`config.mk`:
```
export PLATFORM = sky130hd
export DESIGN_NAME = branch_resolver
export DESIGN_NICKNAME = d
export VERILOG_FILES = /design/src/rtl/branch_resolver_pkg.sv /design/src/rtl/branch_resolver_pred_fifo.sv /design/src/rtl/branch_resolver.sv
export SDC_FILE = /design/constraint.sdc
export NUM_CORES = 1
export LEC_CHECK = 0
export BUFFER_PORTS_ARGS = -buffer_cell sky130_fd_sc_hd__buf_2
export CORE_UTILIZATION = 40
export CTS_BUF_LIST = sky130_fd_sc_hd__clkbuf_16
export DETAILED_ROUTE_END_ITERATION = 16
export PLACE_DENSITY = 0.7
export SYNTH_ARGS = -nofsm -noshare
export SYNTH_HDL_FRONTEND = slang
export SYNTH_SLANG_ARGS = --single-unit
```
`constraint.sdc`:
```
create_clock -name clk -period 9 [get_ports clk]
set_input_delay 0.45 -clock clk [delete_from_list [all_inputs] [get_ports clk]]
set_output_delay 0.45 -clock clk [all_outputs]
set_load 0.01 [all_outputs]
```
`src/rtl/branch_resolver_pkg.sv`:
```
// Shared types for the branch resolver: in-flight prediction record and FSM encoding.
package branch_resolver_pkg;

  localparam logic [31:0] INST_BYTES = 32'd4;

  typedef struct packed {
    logic [31:0] pc;
    logic        hit;
    logic [31:0] target;
  } pred_rec_t;

  typedef enum logic {
    ST_RUN   = 1'b0,
    ST_FLUSH = 1'b1
  } state_t;

endpackage

```
`src/rtl/branch_resolver_pred_fifo.sv`:
```
// In-order FIFO of prediction records; clear wins over any same-cycle push/pop.
module pred_fifo
  import branch_resolver_pkg::*;
#(
  parameter int DEPTH = 4
) (
  input  logic                       clk,
  input  logic                       rst,
  input  logic                       i_push,
  input  logic                       i_pop,
  input  logic                       i_clear,
  input  pred_rec_t                  i_wdata,
  output pred_rec_t                  o_rdata,
  output logic                       o_full,
  output logic                       o_empty,
  output logic [$clog2(DEPTH):0]     o_count
);

  localparam int AW = $clog2(DEPTH);
  localparam int CW = AW + 1;

  pred_rec_t        r_mem [DEPTH];
  logic [AW-1:0]    r_wr_ptr;
  logic [AW-1:0]    r_rd_ptr;
  logic [CW-1:0]    r_count;
  logic             w_do_push;
  logic             w_do_pop;

  assign o_full    = (r_count == CW'(DEPTH));
  assign o_empty   = (r_count == '0);
  assign o_count   = r_count;
  assign o_rdata   = r_mem[r_rd_ptr];
  assign w_do_pop  = i_pop & ~o_empty;
  assign w_do_push = i_push & (~o_full | w_do_pop);

  // Pointers wrap naturally because DEPTH is a power of two.
  always_ff @(posedge clk) begin
    if (rst || i_clear) begin
      r_wr_ptr <= '0;
      r_rd_ptr <= '0;
      r_count  <= '0;
    end else begin
      if (w_do_push) begin
        r_mem[r_wr_ptr] <= i_wdata;
        r_wr_ptr        <= r_wr_ptr + AW'(1);
      end
      if (w_do_pop) r_rd_ptr <= r_rd_ptr + AW'(1);
      case ({w_do_push, w_do_pop})
        2'b10:   r_count <= r_count + CW'(1);
        2'b01:   r_count <= r_count - CW'(1);
        default: r_count <= r_count;
      endcase
    end
  end

endmodule

```
`src/rtl/branch_resolver.sv`:
```
// Resolves predicted vs actual next-PC at execute; drives redirect/flush, BTB updates and stats.
//   state    | meaning
//   ST_RUN   | accepting fetch pushes and execute pops
//   ST_FLUSH | mispredict recovery, flush held high, fetch/execute ignored
module branch_resolver
  import branch_resolver_pkg::*;
#(
  parameter int DEPTH        = 4,
  parameter int FLUSH_CYCLES = 2,
  parameter int CNT_W        = 32
) (
  input  logic              clk,
  input  logic              rst,
  input  logic              fetch_valid,
  input  logic [31:0]       fetch_PC,
  input  logic              BTB_hit,
  input  logic [31:0]       BTB_PC,
  output logic              fifo_full,
  input  logic              ex_valid,
  input  logic [31:0]       ex_PC,
  input  logic              ex_is_branch,
  input  logic              ex_taken,
  input  logic [31:0]       ex_target,
  output logic              redirect_valid,
  output logic [31:0]       redirect_PC,
  output logic              flush,
  output logic [31:0]       resolved_Branch_PC,
  output logic [31:0]       destination_PC,
  output logic              is_branch_inst,
  output logic              sync_error,
  output logic [CNT_W-1:0]  branch_count,
  output logic [CNT_W-1:0]  mispredict_count
);

  localparam int CW = $clog2(DEPTH) + 1;
  localparam int FW = $clog2(FLUSH_CYCLES + 1);

  state_t            r_state;
  logic [FW-1:0]     r_flush_cnt;
  logic              r_redirect_valid, r_btb_wr, r_flush, r_sync_error;
  logic [31:0]       r_redirect_pc, r_res_pc, r_dest_pc;
  logic [CNT_W-1:0]  r_branch_cnt, r_mis_cnt;

  pred_rec_t         w_head, w_wrec;
  logic              w_full, w_empty, w_run, w_taken;
  logic [CW-1:0]     w_count;
  logic              w_push_req, w_pop_req, w_push, w_pop;
  logic              w_mispredict, w_btb_wr, w_sync_err;
  logic [31:0]       w_pred_next, w_act_next;

  assign w_wrec = '{pc: fetch_PC, hit: BTB_hit, target: BTB_PC};

  pred_fifo #(.DEPTH(DEPTH)) u_fifo (
    .clk     (clk),
    .rst     (rst),
    .i_push  (w_push),
    .i_pop   (w_pop),
    .i_clear (w_mispredict),
    .i_wdata (w_wrec),
    .o_rdata (w_head),
    .o_full  (w_full),
    .o_empty (w_empty),
    .o_count (w_count)
  );

  assign fifo_full    = (w_count == CW'(DEPTH));
  assign w_run        = (r_state == ST_RUN);
  assign w_pop_req    = w_run & ex_valid;
  assign w_pop        = w_pop_req & ~w_empty;
  assign w_push_req   = w_run & fetch_valid;
  assign w_push       = w_push_req & (~w_full | w_pop);
  assign w_taken      = ex_is_branch & ex_taken;
  assign w_pred_next  = w_head.hit ? w_head.target : w_head.pc + INST_BYTES;
  assign w_act_next   = w_taken ? ex_target : ex_PC + INST_BYTES;
  assign w_mispredict = w_pop & (w_pred_next != w_act_next);
  // A hit that resolves not-taken must invalidate its stale BTB entry.
  assign w_btb_wr     = w_pop & (w_taken | w_head.hit);
  assign w_sync_err   = (w_push_req & w_full & ~w_pop) | (w_pop_req & w_empty)
                      | (w_pop & (ex_PC != w_head.pc));

  always_ff @(posedge clk) begin
    if (rst) begin
      r_state          <= ST_RUN;
      r_flush_cnt      <= '0;
      r_flush          <= 1'b0;
      r_redirect_valid <= 1'b0;
      r_redirect_pc    <= '0;
      r_btb_wr         <= 1'b0;
      r_res_pc         <= '0;
      r_dest_pc        <= '0;
      r_sync_error     <= 1'b0;
      r_branch_cnt     <= '0;
      r_mis_cnt        <= '0;
    end else begin
      r_redirect_valid <= w_mispredict;
      r_btb_wr         <= w_btb_wr;
      if (w_mispredict) r_redirect_pc <= w_act_next;
      if (w_btb_wr) begin
        r_res_pc  <= ex_PC;
        r_dest_pc <= w_taken ? ex_target : '0;
      end
      if (w_sync_err) r_sync_error <= 1'b1;
      if (w_pop && ex_is_branch && !(&r_branch_cnt)) r_branch_cnt <= r_branch_cnt + CNT_W'(1);
      if (w_mispredict && !(&r_mis_cnt)) r_mis_cnt <= r_mis_cnt + CNT_W'(1);
      case (r_state)
        ST_RUN: begin
          if (w_mispredict) begin
            r_state     <= ST_FLUSH;
            r_flush     <= 1'b1;
            r_flush_cnt <= FW'(FLUSH_CYCLES - 1);
          end
        end
        ST_FLUSH: begin
          if (r_flush_cnt == '0) begin
            r_state <= ST_RUN;
            r_flush <= 1'b0;
          end else begin
            r_flush_cnt <= r_flush_cnt - FW'(1);
          end
        end
        default: begin
          r_state <= ST_RUN;
          r_flush <= 1'b0;
        end
      endcase
    end
  end

  assign redirect_valid     = r_redirect_valid;
  assign redirect_PC        = r_redirect_pc;
  assign flush              = r_flush;
  assign resolved_Branch_PC = r_res_pc;
  assign destination_PC     = r_dest_pc;
  assign is_branch_inst     = r_btb_wr;
  assign sync_error         = r_sync_error;
  assign branch_count       = r_branch_cnt;
  assign mispredict_count   = r_mis_cnt;

endmodule

```
== Word-level counts from Yosys, hierarchy flattened ==
Memories as Yosys holds them, arrays and structs flattened. A register that Yosys moved wholly into a read port is not among the register bits.
Cells that the tools add are included.
W data, S select, Z words.

* Bits in registers: 174
* Memories: 1
* Output and inout port bits: 165
* Memory bits (writable): 260
* Input port bits: 135
* Logic and storage cells: 85

* Bitwise logic cells: 22
* Reduce and logical (&&, ||, !) cells: 13
* $add $sub $neg: 9
* Multiplexer cells: 18
* Equality and inequality tests: 8

{| class="wikitable"
|+ Memory list
! name !! words !! width !! read ports !! clocked after memory_dff !! wr ports !! RTL line !! text
|-
| u_fifo.r_mem || 4 || 65 || 1 || 1 || 1 || branch_resolver_pred_fifo.sv:22 || <nowiki>pred_rec_t r_mem [DEPTH];</nowiki>
|}

{| class="wikitable"
|+ Operators with widths
! kind !! number
|-
| $mux W32 || 3
|-
| $add A32 B1 Y32 const B || 2
|-
| $add A32 B3 Y32 const B || 2
|-
| $ne A32 B32 Y1 || 2
|-
| $reduce_and A32 Y1 || 2
|-
| $and A1 B1 Y1 || 13
|-
| $mux W2 || 4
|-
| $mux W1 || 7
|-
| $pmux W3 S2 || 1
|-
| $or A1 B1 Y1 || 5
|-
| $add A2 B1 Y2 const B || 2
|-
| $ne A2 B1 Y1 const B || 2
|-
| $not A1 Y1 || 4
|-
| $pmux W1 S2 || 2
|-
| $pmux W2 S2 || 1
|-
| $reduce_and A2 Y1 || 2
|-
| $add A3 B1 Y3 const B || 1
|-
| $eq A3 B3 Y1 const B || 1
|-
| $logic_and A1 B1 Y1 || 3
|-
| $logic_not A3 Y1 || 1
|-
| $sub A3 B1 Y3 const B || 1
|-
| $eq A2 B1 Y1 const B || 1
|-
| $eq A2 B2 Y1 const B || 1
|-
| $logic_not A1 Y1 || 2
|-
| 5 further kinds || 5
|}

== Longest topological paths before layout ==
Gate-level depths: netlist of the first run.

* Depth in word-level cells: 9
* Gate-level depth with buffers: 16
* Mapped depth without buffers: 12

== Hierarchy ==
A second synthesis of the first run with hierarchy kept.

* Cells, all modules: 1612
* Area, all modules: 19528.7 µm²

{| class="wikitable"
|+ Modules (own cells, without submodules)
! module !! instances !! cells each !! area each (µm²) !! seq. area each (µm²)
|-
| pred_fifo || 1 || 406 || 10002.1 || 7987.7
|-
| branch_resolver || 1 || 1206 || 9526.6 || 3343.2
|}

== Worst setup path before layout of the first run ==
Ideal clock, no wire load.

* Kind: input-to-reg
* From: in ex_PC[9]
* To: mem u_fifo.r_mem[0][0] in the netlist's numbering, enable pin
* Data arrival time: 5.185 ns
* Path buffers: 2
* Setup slack: 3.385 ns
* Required time: 8.570 ns
* Setup time: 0.430 ns
* Stages: 13
* Cell sequence: buf_2 > nand4_1 > or4_4 > or4_1 > a31o_2 > xor2_1 > xnor2_1 > a211o_1 > a2111o_1 > o31a_1 > buf_2 > nor2_1 > and3_1

* Cells in the longest elaborated chain, start to end: 7

{| class="wikitable"
|+ Ends and longest elaborated chain
! item !! RTL line !! text
|-
| start: declaration || branch_resolver.sv:20 || <nowiki>input logic [31:0] ex_PC,</nowiki>
|-
| $add A32 B3 Y32 || branch_resolver.sv:74 || <nowiki>assign w_act_next = w_taken ? ex_target : ex_PC + INST_BYTES;</nowiki>
|-
| $mux W32 || branch_resolver.sv:74 ||
|-
| $ne A32 B32 Y1 || branch_resolver.sv:75 || <nowiki>assign w_mispredict = w_pop & (w_pred_next != w_act_next);</nowiki>
|-
| $and A1 B1 Y1 || branch_resolver.sv:75 ||
|-
| $logic_or A1 B1 Y1 || branch_resolver_pred_fifo.sv:38 || <nowiki>if (rst || i_clear) begin</nowiki>
|-
| $mux W1 || branch_resolver_pred_fifo.sv:38 ||
|-
| $mux W1 (not written as such) || branch_resolver_pred_fifo.sv:44 || <nowiki>r_mem[r_wr_ptr] <= i_wdata;</nowiki>
|-
| end: declaration || branch_resolver_pred_fifo.sv:22 ||
|}

Every way passes these cells.

==> results of run 1 <==
metrics by stage:
stage | hold WS (ns) | util
6_report | 0.08158 | 0.4785
5_1_grt | 0.07185 | 0.4785
4_1_cts | 0.05021 | 0.4785
3_5_place_dp | 0.4442 | 0.4480
3_3_place_gp | 0.4387 | 0.4480
2_1_floorplan | 0.4430 | -
cell type report:
cell class | instances | area share
inverters | 28 | 0.004591
multi-input cells | 1051 | 0.3317
flip-flops and latches | 436 | 0.4951
well taps | 615 | 0.03361
clock inverters | 37 | 0.01350
clock buffers | 46 | 0.05028
repair buffers | 316 | 0.07121
cell usage in the layout, fill, tap and decap left out, drive strengths merged, types with 9 or more instances in the layout:
cell type  netlist  final
or3             18     18
buf             31    316
a21oi           72     72
mux2i           19     19
o31ai           19     19
clkbuf          62     46
ha              10     10
or4             11     11
nor3            24     24
edfxtp         260    260
xor2            46     46
dfxtp          176    176
xnor2           88     88
nor4            13     13
nand2          158    158
mux2            28     28
nand4           50     50
nor2           142    142
a31o             9      9
clkinv           1     18
mux4            65     65
and2            18     18
nor2b           25     25
inv             27     39
a31oi           14     14
a22oi           34     34
nand3           67     67
and3            39     39
o21ai           36     36
cell families (layout without fill, tap and decap cells):
family | after synthesis | after routing
AO/OA/AOI/OAI | 209 | 209
adder cells (fa/ha/maj) | 11 | 11
XOR/XNOR | 136 | 136
buffers and inverters | 121 | 427
AND/OR/NAND/NOR | 583 | 583
multiplexers | 112 | 112
flip-flops | 436 | 436
routing by layer:
layer | track usage | vias up
met5 | 0 | -
met4 | 0.06963 | 2
met3 | 0.03570 | 101
met2 | 0.3931 | 599
met1 | 0.3107 | 7066
li1 | - | 6486
power by group through the flow:
stage / Sequential (mW) / Combinational (mW) / Clock [mW]
floorplan: 2.46 / 1.03 / 0
global route: 2.46 / 1.64 / 1.96
global placement: 2.47 / 1.52 / 0
CTS: 2.44 / 1.54 / 1.88
detailed placement: 2.48 / 1.53 / 0
finish: 2.43 / 1.54 / 1.85
worst max-delay path by stage:
| stage | startpoint | to | slack [ns] | cells after the start |
|---|---|---|---|---|
| after floorplan | ex_PC[9] | u_fifo.r_mem[0][0] | 3.38 | 13 |
| after global placement | flop | u_fifo.r_mem[1][38] | 2.57 | 14 |
| after detailed placement | flop | u_fifo.r_mem[1][38] | 2.45 | 14 |
| after CTS | flop | u_fifo.r_mem[1][3] | 2.42 | 14 |
| after global routing | flop | u_fifo.r_mem[1][3] | 2.04 | 14 |
| final | flop | u_fifo.r_mem[1][41] | 2.49 | 14 |
registers in the layout, summed over array words and instances (netlist names), 2 cells and up, named ones only:
signal,flops
u_fifo.r_mem,260
branch_count,32
destination_PC,32
mispredict_count,32
redirect_PC,32
resolved_Branch_PC,32
u_fifo.o_count,3
r_flush_cnt,2
u_fifo.r_rd_ptr,2
u_fifo.r_wr_ptr,2
worst max-delay path: stages, from the launching register on:
cell and delay [ns]:
dfxtp_4 0.83, mux4_2 0.47, ha_1 0.25, nand4_2 0.26
nor4_4 0.60, nand4_1 0.18, xnor2_1 0.30, mux2_2 0.38
nor3_1 0.13, nand4b_1 0.26, o31a_2 0.39, buf_4 0.34
nor2_1 0.28, and3_2 0.83, buf_4 0.55
==> impl_metrics.tcl, run 1 <==
set metrics [dict create \
    status "finished, final reports clean" \
    antenna_cells 0 \
    r2r_cells 14 \
    synth_top_family_by_area "simple AND/OR/NAND/NOR gates" \
    multiInputGateArea_um2 7594 \
    seqCellArea_um2 11340 \
    clkPwrFrac 0.317 \
    yosys_warnings 0 \
    tightestPinTransition_ns 1.273 \
    vias 14250 \
    areaGrowthSynthToFinish_pct 17.85 \
    fin_crit_sh 0.7232 \
    grt.total_usage 0.2333 \
    std_cell_rows 80 \
    route.detailed.drc 0 \
    final_cells 2529 \
    die_w_um 222.4 \
    synth-compound-area-share 0.06898 \
    dpl_cell_area_um2 21430 \
    yosysMostFrequentCell "edfxtp_1" \
    cts_hold_buffers 0 \
    leakage_nw 8.394 \
    synth_xor_area_frac 0.06273 \
    gp_congestion 0.9411 \
    via_per_inst 5.636 \
    max_freq_mhz 153.6 \
    relSlewSlack 0.1426 \
    power_frac_comb 0.264 \
    core_area_um2 47850 \
    startpoint_type "flop" \
    final-setup-viol-count 0 \
    cts_root_buf "clkbuf_16" \
    timing.rr.end "u_fifo.r_mem[1][41]" \
    power_switching_mw 1.856 \
    critPathCaptureType "flop" \
    min_from "BTB_PC[14]" \
    synth_area_leader_cell "edfxtp_1" \
    worst-setup-path-type "reg2reg" \
    path_max_fanout 66 \
    dr_wl_met2_um 28780 \
    post_cts_buffers 0 \
    clk_pin_slew_worst_paths_ns 0.07 \
    dr.first_iter.drc_count 1403 \
    synthAdderAreaFrac 0.007471 \
    worstPathRequired_ns 9.22 \
    drtPass1Iterations 5 \
    p_int_mw 3.961 \
    synthSimpleGateAreaFrac 0.1484 \
    postSynthAreaPerCell_um2 12.08 \
    post-place-ws_ns 2.449 \
    cts_max_level 2 \
    synth-edff-count 260 \
    syn_nets 1754 \
    worst_slack_ns 2.491 \
    reg2reg_slack_ns 2.49 \
    antenna_left 0 \
    setup-tns-final_ns 0 \
    wl_per_cell_um 23.27 \
    final_nets 2024 \
    io_buffers 299 \
    yosys-top-cells-count "edfxtp_1 (260), dfxtp_1 (176), nand2_1 (158)" \
    power_density_nw_per_um2 254.1 \
    drive_above_1_share 0.2560 \
    ctsResizeCount 0 \
    hold_class "in2reg" \
    dr_wl_met3_um 4092 \
    hold_path_end "u_fifo.r_mem[1][14]" \
    synth_ff_type "edfxtp_1" \
    clock_latency_ns 0.58 \
    cts_tree "yes" \
    initial_utilization 0.4060 \
    netlist_area_um2 19430 \
    synth_area_leaders "edfxtp_1 (40%), dfxtp_1 (18%), mux4_2 (7.5%), xnor2_1 (4.0%), nand2_1 (3.1%)" \
    whs_path_depth 1 \
    io_pins 300 \
    routed_wl_um 58860 \
    synth.area.mux_share 0.1014 \
    async_flop_share 0 \
    dpl.hpwl_um 42840 \
    ys_seq_area_frac 0.5833 \
    maxCapViolCount 0 \
    maxSlewViolCount 0 \
    dp_cells 2446 \
    vdd_drop_max_uv 183.6 \
    ys_ff_latch 436 \
    grt_max_degree 96 \
    cts_buffer_depth 3 \
    grt_overflow 0 \
    die_y_um 222.4 \
    routed.top_layer "met5" \
    rsz0062_at_grt "false" \
    cts.sinks 436 \
    grt_pass1_vias 13510 \
    hold_viol_final 0 \
    fin_skew_ns 0.01980 \
    min_period_ns 6.509 \
    yosysUniqueCellTypes 67 \
    synth_top_cell_area_share 0.4019 \
    seqPwrFrac 0.418 \
    cp.arrival_ns 6.73 \
    stdcell_area_um2 22890 \
    fillCellCount 4317 \
    syn_inst 1608 \
    dieArea_um2 49450 \
    met1Wirelength_um 24370 \
    p_total_mw 5.817 \
    cts_buffers 45 \
    antenna_found_initial 1 \
    grt_pass1_wl_um 86240 \
    power.share.switching 0.3191 \
]
(Power assumes the default switching activity.)
==> inputs of run 2 (changes only) <==
--- a/config.mk
+++ b/config.mk
@@ -9,7 +9,7 @@
 export CORE_UTILIZATION = 40
 export CTS_BUF_LIST = sky130_fd_sc_hd__clkbuf_16
 export DETAILED_ROUTE_END_ITERATION = 16
-export PLACE_DENSITY = 0.7
+export PLACE_DENSITY = 0.72
 export SYNTH_ARGS = -nofsm -noshare
 export SYNTH_HDL_FRONTEND = slang
 export SYNTH_SLANG_ARGS = --single-unit
==> constraint.sdc (replaced) <==
create_clock -name clk -period 5.33 [get_ports clk]
set_input_delay 0.2665 -clock clk [delete_from_list [all_inputs] [get_ports clk]]
set_output_delay 0.2665 -clock clk [all_outputs]
set_load 0.01 [all_outputs]
==> run 2 against run 1 <==
Effect of this change: core utilization is 2.3 points higher; global-route usage hardly changed; final cell count is 4.2% higher; fmax is 33% higher; worst setup slack worse by 2.0 ns; count of clock-buffer cells in the layout is 1 lower; clock power is 73% higher; first-iteration DRC count is 2.4% lower; sequential share of layout area is 2.3 points lower; via count is 3.3% higher; critical endpoint is now u_fifo.r_mem[3][56]; largest cell class unchanged; largest power group unchanged.
==> impl_metrics.tcl, run 2 (synthesis results as in run 1) <==
set metrics [dict create \
    path_buf_inv 1 \
    max_freq_mhz 204.6 \
    cts_tree "yes" \
    grt_overflow 0 \
    grt_pass1_vias 14100 \
    io_pins 300 \
    vias 14730 \
    drtPass1Iterations 5 \
    grt_max_degree 133 \
    path_max_fanout 65 \
    route.detailed.drc 0 \
    p_int_mw 6.848 \
    clkPwrFrac 0.319 \
    maxCapViolCount 0 \
    tightestPinTransition_ns 0.9798 \
    clk_pin_slew_worst_paths_ns 0.07 \
    cpPeakStageDelay_ns 0.58 \
    cts_max_level 2 \
    dieArea_um2 49450 \
    power_frac_comb 0.274 \
    crit_path_end "u_fifo.r_mem[3][56]" \
    whs_ns 0.02606 \
    final_cells 2635 \
    cts_buffer_depth 3 \
    timing.rr.end "u_fifo.r_mem[3][56]" \
    setup-tns-final_ns 0 \
    power_switching_mw 3.166 \
    dpl.hpwl_um 43070 \
    status "finished, final reports clean" \
    die_y_um 222.4 \
    fillCellCount 4132 \
    critical_path.slowest_cell "dfxtp_4" \
    via_per_inst 5.591 \
    r2r_cells 13 \
    largest_reg_flops 260 \
    rsz0062_at_grt "false" \
    post-place-ws_ns 0.5253 \
    mostFrequentLayoutCells "buf_2 (298), edfxtp_1 (260), dfxtp_1 (174)" \
    seqPwrFrac 0.406 \
    areaGrowthSynthToFinish_pct 23.58 \
    gp_congestion 0.9689 \
    maxSlewViolCount 0 \
    worst_slack_ns 0.4421 \
    dpl_cell_area_um2 21620 \
    worst-setup-path-type "reg2reg" \
    antenna_left 0 \
    drive_above_1_share 0.2540 \
    core_area_um2 47850 \
    regMostFlops "u_fifo.r_mem" \
    io_buffers 299 \
    startpoint_type "flop" \
    hold_class "in2reg" \
    dr.first_iter.drc_count 1370 \
    min_period_ns 4.888 \
    cts_buffers 45 \
    grt.total_usage 0.2329 \
    reg2reg_slack_ns 0.44 \
    vdd_drop_max_uv 242.6 \
    std_cell_rows 80 \
    grt_pass1_wl_um 86660 \
    routed_wl_um 58890 \
    hold_viol_final 0 \
    relSlewSlack 0.3468 \
    final-setup-viol-count 0 \
    cts_root_buf "clkbuf_16" \
    crit_cells 13 \
    worstPathRequired_ns 5.56 \
    antenna_cells 0 \
    dp_cells 2464 \
    clock_latency_ns 0.59 \
    cts.sinks 436 \
    p_total_mw 10.01 \
    stdcell_area_um2 24010 \
    die_w_um 222.4 \
    power_density_nw_per_um2 417.2 \
    fin_skew_ns 0.03305 \
    initial_utilization 0.4060 \
    final_nets 2129 \
    final_common_cell "buf_2" \
    leakage_nw 8.898 \
    antenna_found_initial 1 \
    finish.utilization 0.5018 \
    ctsResizeCount 0 \
    post_cts_buffers 0 \
    power.share.switching 0.3162 \
    cp_top_family "simple AND/OR/NAND/NOR gates" \
    cp.arrival_ns 5.12 \
    path_cells "mux4_2 > ha_1 > nand4_2 > nor4_4 > nand4_1 > a31oi_1 > xor2_1 > a211o_1 > a2111o_1 > o31a_2 > nor2_1 > and3_2 > buf_12" \
    critPathCaptureType "flop" \
    fin_crit_sh 0.9171 \
    wl_per_cell_um 22.35 \
]
[run 2: changes by cell type in the layout (fill, tap and decap cells not counted), moves of 2 or more]
cell           change
dlygate4sd3_1     +87
buf_4             +14
buf_12             +4
clkinv_2           +4
inv_2              +4
clkinvlp_4         -3
inv_1              -3
bufinv_16          +2
inv_6              -2
[run 2: power by group through the flow]
stage / clock network, mW / registers [mW] / logic [mW]
6_report: 3.20 / 4.07 / 2.74
5_1_grt: 3.39 / 4.11 / 2.93
4_1_cts: 3.26 / 4.07 / 2.73
3_5_place_dp: 0 / 4.14 / 2.66
3_3_place_gp: 0 / 4.13 / 2.64
2_1_floorplan: 0 / 4.14 / 1.75
[run 2: cell type report]
type,count,area [µm²],share of cell area
flip-flops and latches,436,11340,0.4722
clock inverters,39,390.4,0.01626
well taps,615,769.5,0.03205
repair buffers,421,2686,0.1119
clock buffers,45,1126,0.04691
multi-input cells,1051,7594,0.3163
inverters,28,105.1,0.004378
[run 2: worst register-to-register path: stages, from the launching register on]
cell and delay, ns:
dfxtp_4 0.58, mux4_2 0.43, ha_1 0.27, nand4_2 0.24
nor4_4 0.57, nand4_1 0.22, a31oi_1 0.33, xor2_1 0.11
a211o_1 0.25, a2111o_1 0.40, o31a_2 0.34, nor2_1 0.16
and3_2 0.24, buf_12 0.32
[run 2: worst min path at each step]
stage | depth (start not counted) | startpoint | slack (ns) | end
detailed placement | 2 | redirect_PC[12] | 0.44 | redirect_PC[12]
CTS | 3 | ex_target[17] | 0.0003 | destination_PC[17]
floorplan | 0 | BTB_PC[0] | 0.37 | u_fifo.r_mem[0][0]
finish | 3 | ex_target[17] | 0.03 | destination_PC[17]
global route | 3 | ex_PC[14] | 0.01 | resolved_Branch_PC[14]
global placement | 2 | resolved_Branch_PC[5] | 0.44 | resolved_Branch_PC[5]
[run 2: layer usage]
metal	vias to the layer above	wire length [µm]	GRT usage
met5	-	0	0
met4	0	2105	0.09143
met3	107	5200	0.05356
met2	667	27960	0.3807
met1	7260	23630	0.2998
li1	6697	-	-
[run 2: timing repair]
| action | in CTS | in global routing |
|---|---|---|
| setup endpoints to repair | 0 | 0 |
| hold buffers | 87 | 0 |
| hold endpoints to repair | 282 | 0 |
==> inputs of run 3 (changes only) <==
--- a/config.mk
+++ b/config.mk
@@ -9,7 +9,9 @@
 export CORE_UTILIZATION = 40
 export CTS_BUF_LIST = sky130_fd_sc_hd__clkbuf_16
 export DETAILED_ROUTE_END_ITERATION = 16
+export GPL_ROUTABILITY_DRIVEN = 0
 export PLACE_DENSITY = 0.72
 export SYNTH_ARGS = -nofsm -noshare
 export SYNTH_HDL_FRONTEND = slang
+export SYNTH_HIERARCHICAL = 1
 export SYNTH_SLANG_ARGS = --single-unit
==> run 3 against run 2 <==
Effect of this change: final cell count up 0.83%; final area up 2.0%; global-route usage down 0.064 points; non-clock buffer count up 28; power down 18%; count of clock-buffer cells in the layout up 3; synthesized cell count up 0.25%; sequential share of layout area down 0.91 points; register-to-register slack worse by 0.12 ns; core utilization up 0.89 points; worst setup slack worse by 0.12 ns; sequential power down 7.9%; critical path type unchanged; critical endpoint is now u_fifo/r_mem[3][5]; largest power group unchanged.
==> impl_metrics.tcl, run 3 <==
set metrics [dict create \
    grt_max_degree 80 \
    io_pins 300 \
    timing.rr.end "u_fifo/r_mem[3][5]" \
    hold_path_end "resolved_Branch_PC[9]" \
    fin_skew_ns 0.03010 \
    power_switching_mw 2.003 \
    yosys_warnings 6 \
    via_per_inst 5.648 \
    rsz0062_at_grt "false" \
    status "finished, final reports clean" \
    cts_tree "yes" \
    startpoint_type "flop" \
    dieArea_um2 49710 \
    mostFrequentLayoutCells "buf_2 (298), edfxtp_1 (260), dfxtp_1 (174)" \
    leakage_nw 8.922 \
    final_nets 2148 \
    whs_ns 0.02848 \
    drtPass1Iterations 5 \
    worst-setup-path-type "reg2reg" \
    cts_buffers 46 \
    hold_viol_final 0 \
    dr.first_iter.drc_count 1588 \
    power_frac_comb 0.113 \
    async_flop_share 0 \
    die_y_um 223.0 \
    synth_ff_type "edfxtp_1" \
    final-setup-viol-count 0 \
    p_int_mw 6.205 \
    core_area_um2 47950 \
    worstPathRequired_ns 5.62 \
    power.share.switching 0.2440 \
    cts_buffer_depth 3 \
    cts_root_buf "clkbuf_16" \
    hold_class "in2reg" \
    routed_wl_um 59020 \
    io_buffers 299 \
    whs_path_depth 3 \
    grt.total_usage 0.2323 \
    maxCapViolCount 0 \
    die_w_um 223.0 \
    antenna_left 0 \
    cts.sinks 436 \
    yosys-top-cells-count "edfxtp_1 (260), dfxtp_1 (176), nand2_1 (145)" \
    regMostFlops "u_fifo/r_mem" \
    cp.arrival_ns 5.30 \
    finish.utilization 0.5107 \
    ys_ff_latch 436 \
    max_freq_mhz 199.8 \
    critPathCaptureType "flop" \
    drive_above_1_share 0.2652 \
    syn_nets 1757 \
    syn_inst 1612 \
    cp_top_family "simple AND/OR/NAND/NOR gates" \
    vdd_drop_max_uv 279.9 \
    r2r_cells 15 \
    final_common_cell "buf_2" \
    netlist_area_um2 19530 \
    std_cell_rows 80 \
    vias 15010 \
    min_from "ex_PC[9]" \
    dpl.hpwl_um 42030 \
    relSlewSlack 0.2528 \
    fillCellCount 4036 \
    tightestPinTransition_ns 1.103 \
    synth-edff-count 260 \
    dpl_cell_area_um2 21720 \
    synth_area_leader_cell "edfxtp_1" \
    maxSlewViolCount 0 \
    grt_pass1_wl_um 87160 \
    fin_crit_sh 0.9389 \
    synth_area_leaders "edfxtp_1 (40%), dfxtp_1 (18%), mux4_2 (7.5%), xor2_1 (3.2%), nand2_1 (2.8%)" \
    wl_per_cell_um 22.21 \
    critical_path.slowest_cell "or4_1" \
    path_cells "buf_8 > mux4_2 > nand4_1 > or4_1 > buf_4 > nor4_1 > o31ai_1 > xor2_1 > or3_1 > or4_4 > o21ai_4 > inv_2 > nor2_1 > and3_2 > buf_12" \
    initial_utilization 0.4073 \
    clk_pin_slew_worst_paths_ns 0.06 \
    path_max_fanout 22 \
    dp_cells 2464 \
    ys_seq_area_frac 0.5802 \
    yosysUniqueCellTypes 70 \
    areaGrowthSynthToFinish_pct 25.38 \
    grt_overflow 0 \
    final_cells 2657 \
    largest_reg_flops 260 \
    stdcell_area_um2 24480 \
    clkPwrFrac 0.430 \
    yosysMostFrequentCell "edfxtp_1" \
    antenna_found_initial 4 \
    path_buf_inv 4 \
    cts_max_level 2 \
    route.detailed.drc 0 \
    postSynthAreaPerCell_um2 12.11 \
    cpPeakStageDelay_ns 0.62 \
    min_period_ns 5.004 \
    seqPwrFrac 0.457 \
    power_density_nw_per_um2 335.2 \
    synth_top_cell_area_share 0.3998 \
    clock_latency_ns 0.61 \
    grt_pass1_vias 14410 \
    reg2reg_slack_ns 0.33 \
]
## run 3: worst max-delay path by stage
| stage | startpoint | endpoint | slack [ns] | cells after the start |
|---|---|---|---|---|
| 2_1_floorplan | flop | u_fifo/r_mem[0][0] | -0.06 | 15 |
| 3_3_place_gp | flop | u_fifo/r_mem[3][1] | 0.32 | 14 |
| 3_5_place_dp | flop | u_fifo/r_mem[3][1] | 0.26 | 14 |
| 4_1_cts | flop | u_fifo/r_mem[3][6] | 0.26 | 14 |
| 5_1_grt | flop | u_fifo/r_mem[3][12] | 0.05 | 15 |
| 6_report | flop | u_fifo/r_mem[3][5] | 0.33 | 15 |
## run 3: cell type report
| type | count | area (µm²) | share of cell area |
|---|---|---|---|
| inverter | 20 | 75.07 | 0.003066 |
| clock buffer | 48 | 1201 | 0.04906 |
| multi-input combinational | 1050 | 7582 | 0.3097 |
| tap | 615 | 769.5 | 0.03143 |
| timing repair buffer | 449 | 3024 | 0.1235 |
| antenna | 2 | 5.005 | 0.0002044 |
| sequential | 436 | 11340 | 0.4631 |
| clock inverter | 37 | 489.2 | 0.01998 |
## run 3: logic make-up after synthesis
kind of cell	after synthesis	synth area share
AO/OA/AOI/OAI	230	0.07746
adder cells (fa/ha/maj)	10	0.006792
AND/OR/NAND/NOR	585	0.1517
buffers and inverters	126	0.03261
XOR/XNOR	120	0.05382
multiplexers	105	0.09739
flip-flops	436	0.5802
## run 3: layer usage
metal  global-route usage  wire, µm  vias up
li1                     -         -     6782
met1               0.3093     24100     7330
met2               0.3781     27870      773
met3              0.04610      5216      119
met4              0.07987      1803        4
met5                    0        27        -
## run 3: power groups by stage
stage | clock, mW | combinational [mW] | sequential (mW)
3_5_place_dp | 0 | 0.851 | 3.83
6_report | 3.53 | 0.929 | 3.75
2_1_floorplan | 0 | 0.499 | 3.83
3_3_place_gp | 0 | 0.831 | 3.82
5_1_grt | 3.71 | 0.992 | 3.76
4_1_cts | 3.58 | 0.917 | 3.76
## run 3: through the flow
| stage | power, mW | setup WS, ns | TNS (ns) |
|---|---|---|---|
| after floorplan | 4.329 | -0.06389 | -16.61 |
| after global placement | 4.650 | 0.3187 | 0 |
| after detailed placement | 4.677 | 0.2612 | 0 |
| after CTS | 8.255 | 0.2595 | 0 |
| after global routing | 8.461 | 0.04631 | 0 |
| final | 8.208 | 0.3255 | 0 |
## run 3: timing repair
item | CTS | global route
setup buffers | 0 | 1
hold buffers | 105 | 0
endpoints found under the hold margin | 300 | 0
endpoints found under the setup margin | 0 | 61
resized for setup | 0 | 1
## run 3: tightest hold or removal path, delay by kind of cell
kind | cells | cell delay [ns]
AO/OA/AOI/OAI | 1 | 0.06
AND/OR/NAND/NOR | 1 | 0.07
buffers and inverters | 1 | 0.16
